<file path="config.mk">
export PLATFORM = sky130hd
export DESIGN_NAME = cmd_frame_rx
export DESIGN_NICKNAME = d
export VERILOG_FILES = /design/src/rtl/cmd_pkg.sv /design/src/rtl/sat_cnt8.sv /design/src/rtl/cmd_frame_rx.sv
export SDC_FILE = /design/constraint.sdc
export NUM_CORES = 1
export LEC_CHECK = 0
export ABC_CLOCK_PERIOD_IN_PS = 4410
export CORE_UTILIZATION = 45
export CTS_BUF_LIST = sky130_fd_sc_hd__clkbuf_16
export CTS_CLUSTER_DIAMETER = 40
export CTS_CLUSTER_SIZE = 20
export DETAILED_ROUTE_END_ITERATION = 8
export PLACE_DENSITY = 0.65
export SLEW_MARGIN = 10
export SYNTH_ARGS = -nofsm -noshare
export SYNTH_HDL_FRONTEND = slang
export SYNTH_SLANG_ARGS = --single-unit
</file>
<file path="constraint.sdc">
create_clock -name clk -period 4.41 [get_ports clk]
set_clock_uncertainty 0.15 [all_clocks]
set_input_delay 0.6615 -clock clk [delete_from_list [all_inputs] [get_ports clk]]
set_output_delay 0.6615 -clock clk [all_outputs]
set_load 0.05 [all_outputs]
</file>
<file path="src/rtl/cmd_pkg.sv">
// Shared definitions for the flight-command link: deframer states, framing
// constants and the opcodes the command-execution FSMs agree on.
package cmd_pkg;

    typedef enum logic [2:0] {
        ST_HUNT,
        ST_GET_CMD,
        ST_GET_LEN,
        ST_GET_PAY,
        ST_GET_CHK,
        ST_HOLD
    } rx_state_t;

    localparam logic [7:0] CMD_SYNC_BYTE = 8'hA5;
    localparam int         CMD_MAX_LEN   = 4;

    localparam logic [7:0] CMD_LAND    = 8'h15;
    localparam logic [7:0] CMD_TAKEOFF = 8'h16;
    localparam logic [7:0] CMD_HOVER   = 8'h17;

    function automatic logic [7:0] sat_inc8(input logic [7:0] v);
        return (v == 8'hFF) ? v : v + 8'd1;
    endfunction

endpackage

</file>
<file path="src/rtl/sat_cnt8.sv">
// 8-bit event counter that sticks at 8'hFF; cleared only by reset.
module sat_cnt8
    import cmd_pkg::*;
(
    input  logic       clk,
    input  logic       rst_n,
    input  logic       i_inc,
    output logic [7:0] o_cnt
);

    logic [7:0] r_cnt;

    always_ff @(posedge clk or negedge rst_n) begin
        if (!rst_n) begin
            r_cnt <= 8'd0;
        end else if (i_inc) begin
            r_cnt <= sat_inc8(r_cnt);
        end
    end

    assign o_cnt = r_cnt;

endmodule

</file>
<file path="src/rtl/cmd_frame_rx.sv">
// Flight-command deframer: SYNC, id, len, little-endian payload, 8-bit checksum.
// Good commands are held on a valid/ready port; bad frames bump error counters.
module cmd_frame_rx
    import cmd_pkg::*;
#(
    parameter logic [7:0]  SYNC_BYTE = CMD_SYNC_BYTE,
    parameter int          MAX_LEN   = CMD_MAX_LEN,
    parameter logic [15:0] TIMEOUT   = 16'd1000
) (
    input  logic        clk,
    input  logic        rst_n,
    input  logic [7:0]  rx_data,
    input  logic        rx_valid,
    output logic        rx_ready,
    output logic        cmd_valid,
    input  logic        cmd_ready,
    output logic [7:0]  cmd_id,
    output logic [2:0]  cmd_len,
    output logic [31:0] cmd_param,
    output logic [7:0]  chk_err_cnt,
    output logic [7:0]  len_err_cnt,
    output logic [7:0]  to_err_cnt
);

    localparam logic [7:0] LP_MAX_LEN = 8'(MAX_LEN);

    rx_state_t   r_state;
    logic        r_rx_ready;
    logic        r_cmd_valid;
    logic [7:0]  r_cmd_id;
    logic [2:0]  r_cmd_len;
    logic [31:0] r_cmd_param;
    logic [7:0]  r_sum;
    logic [1:0]  r_pay_idx;
    logic [15:0] r_idle;

    logic        w_acc;
    logic        w_in_frame;
    logic [7:0]  w_chk_sum;
    logic        w_len_bad;
    logic        w_chk_inc;
    logic        w_len_inc;
    logic        w_to_inc;

    assign w_acc      = rx_valid && r_rx_ready;
    assign w_in_frame = (r_state == ST_GET_CMD) || (r_state == ST_GET_LEN) ||
                        (r_state == ST_GET_PAY) || (r_state == ST_GET_CHK);
    assign w_chk_sum  = r_sum + rx_data;
    assign w_len_bad  = rx_data > LP_MAX_LEN;

    // Error strobes are combinational so the counters move on the edge that ends the bad cycle.
    assign w_len_inc = w_acc && (r_state == ST_GET_LEN) && w_len_bad;
    assign w_chk_inc = w_acc && (r_state == ST_GET_CHK) && (w_chk_sum != 8'd0);
    assign w_to_inc  = !w_acc && w_in_frame && (r_idle == TIMEOUT);

    always_ff @(posedge clk or negedge rst_n) begin
        if (!rst_n) begin
            r_state     <= ST_HUNT;
            r_rx_ready  <= 1'b1;
            r_cmd_valid <= 1'b0;
            r_cmd_id    <= 8'd0;
            r_cmd_len   <= 3'd0;
            r_cmd_param <= 32'd0;
            r_sum       <= 8'd0;
            r_pay_idx   <= 2'd0;
            r_idle      <= 16'd0;
        end else begin
            case (r_state)
                ST_HUNT: begin
                    if (w_acc && rx_data == SYNC_BYTE) begin
                        r_state     <= ST_GET_CMD;
                        r_sum       <= 8'd0;
                        r_cmd_param <= 32'd0;
                    end
                end
                ST_GET_CMD: begin
                    if (w_acc) begin
                        r_cmd_id <= rx_data;
                        r_sum    <= w_chk_sum;
                        r_state  <= ST_GET_LEN;
                    end
                end
                ST_GET_LEN: begin
                    if (w_acc) begin
                        if (w_len_bad) begin
                            r_state <= ST_HUNT;
                        end else begin
                            r_cmd_len <= rx_data[2:0];
                            r_sum     <= w_chk_sum;
                            r_pay_idx <= 2'd0;
                            r_state   <= (rx_data == 8'd0) ? ST_GET_CHK : ST_GET_PAY;
                        end
                    end
                end
                ST_GET_PAY: begin
                    if (w_acc) begin
                        r_cmd_param[{r_pay_idx, 3'b000} +: 8] <= rx_data;
                        r_sum <= w_chk_sum;
                        if ({1'b0, r_pay_idx} == r_cmd_len - 3'd1) begin
                            r_state <= ST_GET_CHK;
                        end else begin
                            r_pay_idx <= r_pay_idx + 2'd1;
                        end
                    end
                end
                ST_GET_CHK: begin
                    if (w_acc) begin
                        if (w_chk_sum == 8'd0) begin
                            r_state     <= ST_HOLD;
                            r_cmd_valid <= 1'b1;
                            r_rx_ready  <= 1'b0;
                        end else begin
                            r_state <= ST_HUNT;
                        end
                    end
                end
                ST_HOLD: begin
                    if (r_cmd_valid && cmd_ready) begin
                        r_state     <= ST_HUNT;
                        r_cmd_valid <= 1'b0;
                        r_rx_ready  <= 1'b1;
                    end
                end
                default: begin
                    r_state     <= ST_HUNT;
                    r_cmd_valid <= 1'b0;
                    r_rx_ready  <= 1'b1;
                end
            endcase

            // Idle timer: a byte landing on the TIMEOUT cycle beats the timeout.
            if (w_acc || !w_in_frame) begin
                r_idle <= 16'd0;
            end else if (r_idle == TIMEOUT) begin
                r_idle  <= 16'd0;
                r_state <= ST_HUNT;
            end else begin
                r_idle <= r_idle + 16'd1;
            end
        end
    end

    sat_cnt8 u_chk_cnt (.clk(clk), .rst_n(rst_n), .i_inc(w_chk_inc), .o_cnt(chk_err_cnt));
    sat_cnt8 u_len_cnt (.clk(clk), .rst_n(rst_n), .i_inc(w_len_inc), .o_cnt(len_err_cnt));
    sat_cnt8 u_to_cnt  (.clk(clk), .rst_n(rst_n), .i_inc(w_to_inc),  .o_cnt(to_err_cnt));

    assign rx_ready  = r_rx_ready;
    assign cmd_valid = r_cmd_valid;
    assign cmd_id    = r_cmd_id;
    assign cmd_len   = r_cmd_len;
    assign cmd_param = r_cmd_param;

endmodule

</file>
### Word-level counts from Yosys, hierarchy flattened

Cells that the tools add are included.
W data, S select, Z words.

* flip-flop bits (word level): 98
* bits in latches: 0
* memory bits (writable): 0
* bits in read-only memories: 0
* input bits: 12
* output and inout bits: 69
* logic and storage cells: 118
* memories kept: 0

* $add $sub $neg: 8
* multipliers: 0
* div/mod/pow operators: 0
* magnitude comparators: 1
* eq/ne operators: 20
* shift-type cells: 2
* mux-type cells: 37
* bitwise gates (word level): 5
* reductions and logical operators: 33

Operators with widths (count)
* $mux W32: 2
* $pmux W32 S2: 1
* $mux W3: 12
* $bwmux W32: 1
* $eq A8 B8 Y1 const B: 4
* $mux W16: 2
* $mux W8: 4
* $shift A8 B7 Y32 const A: 1
* $shiftx A8 B7 Y32: 1
* $add A8 B1 Y8 const B: 3
* $pmux W8 S3: 1
* $pmux W3 S6: 1
* $add A16 B1 Y16 const B: 1
* $eq A16 B10 Y1 const B: 1
* $logic_not A8 Y1: 2
* $ne A2 B2 Y1 const B: 7
* $reduce_and A5 Y1: 2
* $logic_and A1 B1 Y1: 9
* $add A8 B8 Y8: 1
* $gt A8 B3 Y1 const B: 1
* $mux W2: 4
* $reduce_and A2 Y1: 4
* $reduce_bool A8 Y1: 1
* $neg A5 Y7: 1
* 20 further kinds: 39

### Logic depth before layout (Yosys ltp)

* depth in word-level cells: 7
* gate-level depth with buffers: 10
* depth with buffers taken out: 9

### Cells and area by module

From an unflattened synthesis, not the netlist that was laid out.

* cell total of the unflattened synthesis: 517
* area, all modules: 5016.1 um^2

By module, submodules not included
* cmd_frame_rx: instances 1, cells each 413, area an instance 3832.4 um^2, seq. area each 1853.0 um^2
* sat_cnt8 at u_chk_cnt ...: instances 2, cells each 35, area an instance 390.4 um^2, seq. area each 200.2 um^2
* sat_cnt8 at u_to_cnt: instances 1, cells each 34, area an instance 402.9 um^2, seq. area each 200.2 um^2

### Worst setup path after synthesis

OpenSTA, ideal clock, no wires.

* path kind: input-to-reg
* from: in rx_data[0]
* to: reg u_chk_cnt.r_cnt[1] (netlist: u_chk_cnt.o_cnt[1])
* library setup time: 0.128 ns
* arrival time: 2.672 ns
* slack: 1.460 ns
* stages on the path: 10
* buffers on the path: 1
* cells stage by stage: ha_1 fa_1 a211oi_2 o21bai_1 a21oi_1 xor2_1 and3_1 buf_6 nor3_2 mux2_1

* cells in the longest elaborated chain, start to end: 4

RTL lines
* start, declared: RTL line cmd_frame_rx.sv:12 `input logic [7:0] rx_data,`
* $add A8 B8 Y8: RTL line cmd_frame_rx.sv:48 `assign w_chk_sum = r_sum + rx_data;`
* $reduce_bool A8 Y1: RTL line cmd_frame_rx.sv:53 `assign w_chk_inc = w_acc && (r_state == ST_GET_CHK) && (w_chk_sum != 8'd0);`
* $logic_and A1 B1 Y1: RTL line cmd_frame_rx.sv:53
* $reduce_and A2 Y1 (no source line)
* end signal, assigned: RTL line sat_cnt8.sv:17 `r_cnt <= sat_inc8(r_cnt);`
* end, declared: RTL line sat_cnt8.sv:11 `logic [7:0] r_cnt;`

Every way passes these cells.
A chain may end at the register's enable or synchronous reset.

### Final worst setup path

* from: in rx_data[2]
* to: reg u_chk_cnt.r_cnt[2] (netlist: u_chk_cnt.o_cnt[2])

Same word-level chain as after synthesis.

==> flow_summary.toml <==
[critical_path]
cpMostUsedCell = "xor2_1"
critPathCapture = "u_chk_cnt.o_cnt[2]"
timing.rr.end = "u_chk_cnt.o_cnt[2]"
startpoint_type = "input port"
critPathMaxStageDelay_ps = 600
cp.arrival_ps = 3350
cpMaxStageDelayCell = "clkdlybuf4s50_1"
worst_setup_path_end_kind = "flop"
path_cells = "clkdlybuf4s50_1 -> ha_1 -> nor2_1 -> o31ai_2 -> xor2_1 -> nor4b_1 -> and3_1 -> buf_4 -> nor3_1 -> xor2_1"
worstSetupPathType = "in -> reg"
path_max_fanout = 10
critPathRequiredTime_ps = 4480
rr_startpoint = "r_sum[0]"
r2r_cells = 10
ff2ff_setup_slack_ps = 1530
crit_start = "rx_data[2]"

[final_layout]
drive_gt1_frac = 0.0809
num-nets-final = 606
final_common_cell = "nand2_1"
final_cell_mix = "nand2_1, dfrtp_1, clkdlybuf4s50_1"
areaGrowthSynthToFinish_pct = 26.0
diodes = 0
final_area_um2 = 6070
fin_cells = 717
fill_cells = 918
fin_util = 0.586

[outcome]
status = "complete, no violations"

[sta]
period_needed_ps = 3290
slew_headroom = 0.299
rsz0062_at_grt = "false"
tightest_slew_ps = 1040
clock.fmax_mhz = 304
finalHoldViolCount = 0
period_share = 0.745
maxSlewViolCount = 0
setup_viol = 0
finalSetupTns_ps = 0

[yosys]
yosysSeqAreaShare = 0.509
synth_top_area_cell = "dfrtp_1"
synth_top_cells_by_area = "dfrtp_1, nand2_1, ha_1"
synth-edff-count = 0
netlist_area_um2 = 4820
synthFlopType = "dfrtp_1"
yosys_warnings = 0
netlist_instances = 492
syn_avg_cell_area_um2 = 9.80
synth_cell_types = 47
yosys.area.top_type_share = 0.504
async_flop_share = 1.00
synth_nets = 522
ys_ff_latch = 98

[clock_tree]
clk_latency_ps = 340
post_cts_buffers = 0
clock_tree.buffer_depth = 2
root_buffer = "clkbuf_16"
cts_hold_buffers = 0
cts_inserted_buffers = 9
post_cts_resized = 0
h-tree-depth = 3
cts.sinks = 98
clk_transition_reported_paths_ps = 70
cts_tree = "done"

[grt]
grt_usage = 0.196
grt_max_degree = 73
grt_pass1_vias = 3578
grt-ovfl-total = 0
antenna_found_initial = 0
grt_pass1_wl_mm = 17.4

[min_path]
hold_path_class = "in -> async"

[placement]
post-dp-hpwl_mm = 7.28
portBuffers = 80
dp.cells = 701
placed_area_um2 = 5790
place_congestion = 0.883

[die]
die_h_um = 105
core.rowCount = 37
die_area_um2 = 11100
initial_core_util = 0.465
fp.dieW_um = 105
io_pins = 81
core_um2 = 10400

[power]
p_comb_frac = 0.033
ir_drop_v = 0.000155
leakagePower_uw = 0.00258
clock_power_share = 0.439
seq_power_share = 0.528
internal_power_uw = 1310
switching_share = 0.230
switchingPower_uw = 392
power_uw = 1700
p_per_area_nw_per_um2 = 280

[routing]
wire_per_inst_um = 14.1
first_pass_iters = 4
route.detailed.drc = 0
totalWireLength_mm = 10.1
vias = 3668
vias_per_cell = 5.12
drtAntennaViolNets = 0
drtIter0Drc = 124

[flow_run]
cap_violations = 0
cell usage after synthesis (all sizes together), types with 2 or more instances:
library cell and instances:
nand2 105, xnor2 21, buf 3, nand4 15
clkbuf 14, nor3 12, nor2 37, a21oi 14
a211oi 2, a31oi 4, o21ai 43, or3 4
ha 17, o31ai 5, mux2 15, nand3 13
dfrtp 97, inv 13, nor4 4, and4b 2
nand2b 3, xor2 23, nor4b 4, and3 9
o21bai 2
per-layer routing:
metal / vias up / routed length [um] / global-route usage
met5: - / 0 / 0
met4: 0 / 51 / 0.0635
met2: 73 / 4780 / 0.317
met3: 4 / 435 / 0.0322
met1: 1734 / 4880 / 0.270
li1: 1857 / - / -
how the worst min path moves through the flow:
stage,end,depth (start not counted),startpoint
after floorplan,cmd_id[0],0,rst_n
after global placement,cmd_param[29],2,cmd_param[29]
after detailed placement,u_chk_cnt.o_cnt[4],1,u_chk_cnt.o_cnt[4]
after CTS,cmd_param[30],1,rst_n
after global routing,cmd_param[31],1,rst_n
final,cmd_param[30],1,rst_n
through the flow:
stage          hold WS [ps]  setup WS (ps)
3_3_place_gp            318            863
2_1_floorplan           216           1460
6_report                273           1120
4_1_cts                 328           1130
5_1_grt                 353            938
3_5_place_dp            324            774
cell families (layout without fill, tap and decap cells):
group / Yosys count / in the layout / synth area share
xor gates and xnor gates: 44 / 44 / 0.0800
DFF: 98 / 98 / 0.509
adders and majority gates: 18 / 18 / 0.0483
buffers and inverters: 30 / 119 / 0.0254
and+or+nand+nor: 213 / 213 / 0.213
AOI/OAI and AO/OA: 74 / 74 / 0.0896
muxes: 15 / 15 / 0.0350
power by group through the flow:
stage / clock network [uW] / logic [uW] / registers [uW]
6_report: 746 / 56.0 / 898
4_1_cts: 769 / 58.0 / 898
5_1_grt: 805 / 63.0 / 898
3_3_place_gp: 0 / 56.9 / 916
2_1_floorplan: 0 / 15.6 / 916
3_5_place_dp: 0 / 57.5 / 916
final cells by class:
| type | instances | area, um2 | share of cell area |
|---|---|---|---|
| Sequential cell | 98 | 2450 | 0.404 |
| Multi-Input combinational cell | 364 | 2240 | 0.369 |
| Timing Repair Buffer | 90 | 873 | 0.144 |
| Clock buffer | 9 | 225 | 0.0371 |
| Tap cell | 136 | 170 | 0.0280 |
| Clock inverter | 7 | 60.1 | 0.00989 |
| Inverter | 13 | 48.8 | 0.00803 |
critical path: cells and delay by family:
| kind | cells | cell delay, ps |
|---|---|---|
| and+or+nand+nor | 4 | 800 |
| AOI/OAI and AO/OA | 1 | 300 |
| buffers and inverters | 2 | 810 |
| adders and majority gates | 1 | 450 |
| xor gates and xnor gates | 2 | 320 |
registers in the layout (all words and copies together), names as in the netlist, 2 cells and up:
register and cells:
cmd_param 32, r_idle 16, cmd_id 8, r_sum 8, u_chk_cnt.o_cnt 8, u_len_cnt.o_cnt 8
u_to_cnt.o_cnt 8, cmd_len 3, r_state 3, r_pay_idx 2
No activity file was read; power rests on OpenSTA's default activity.
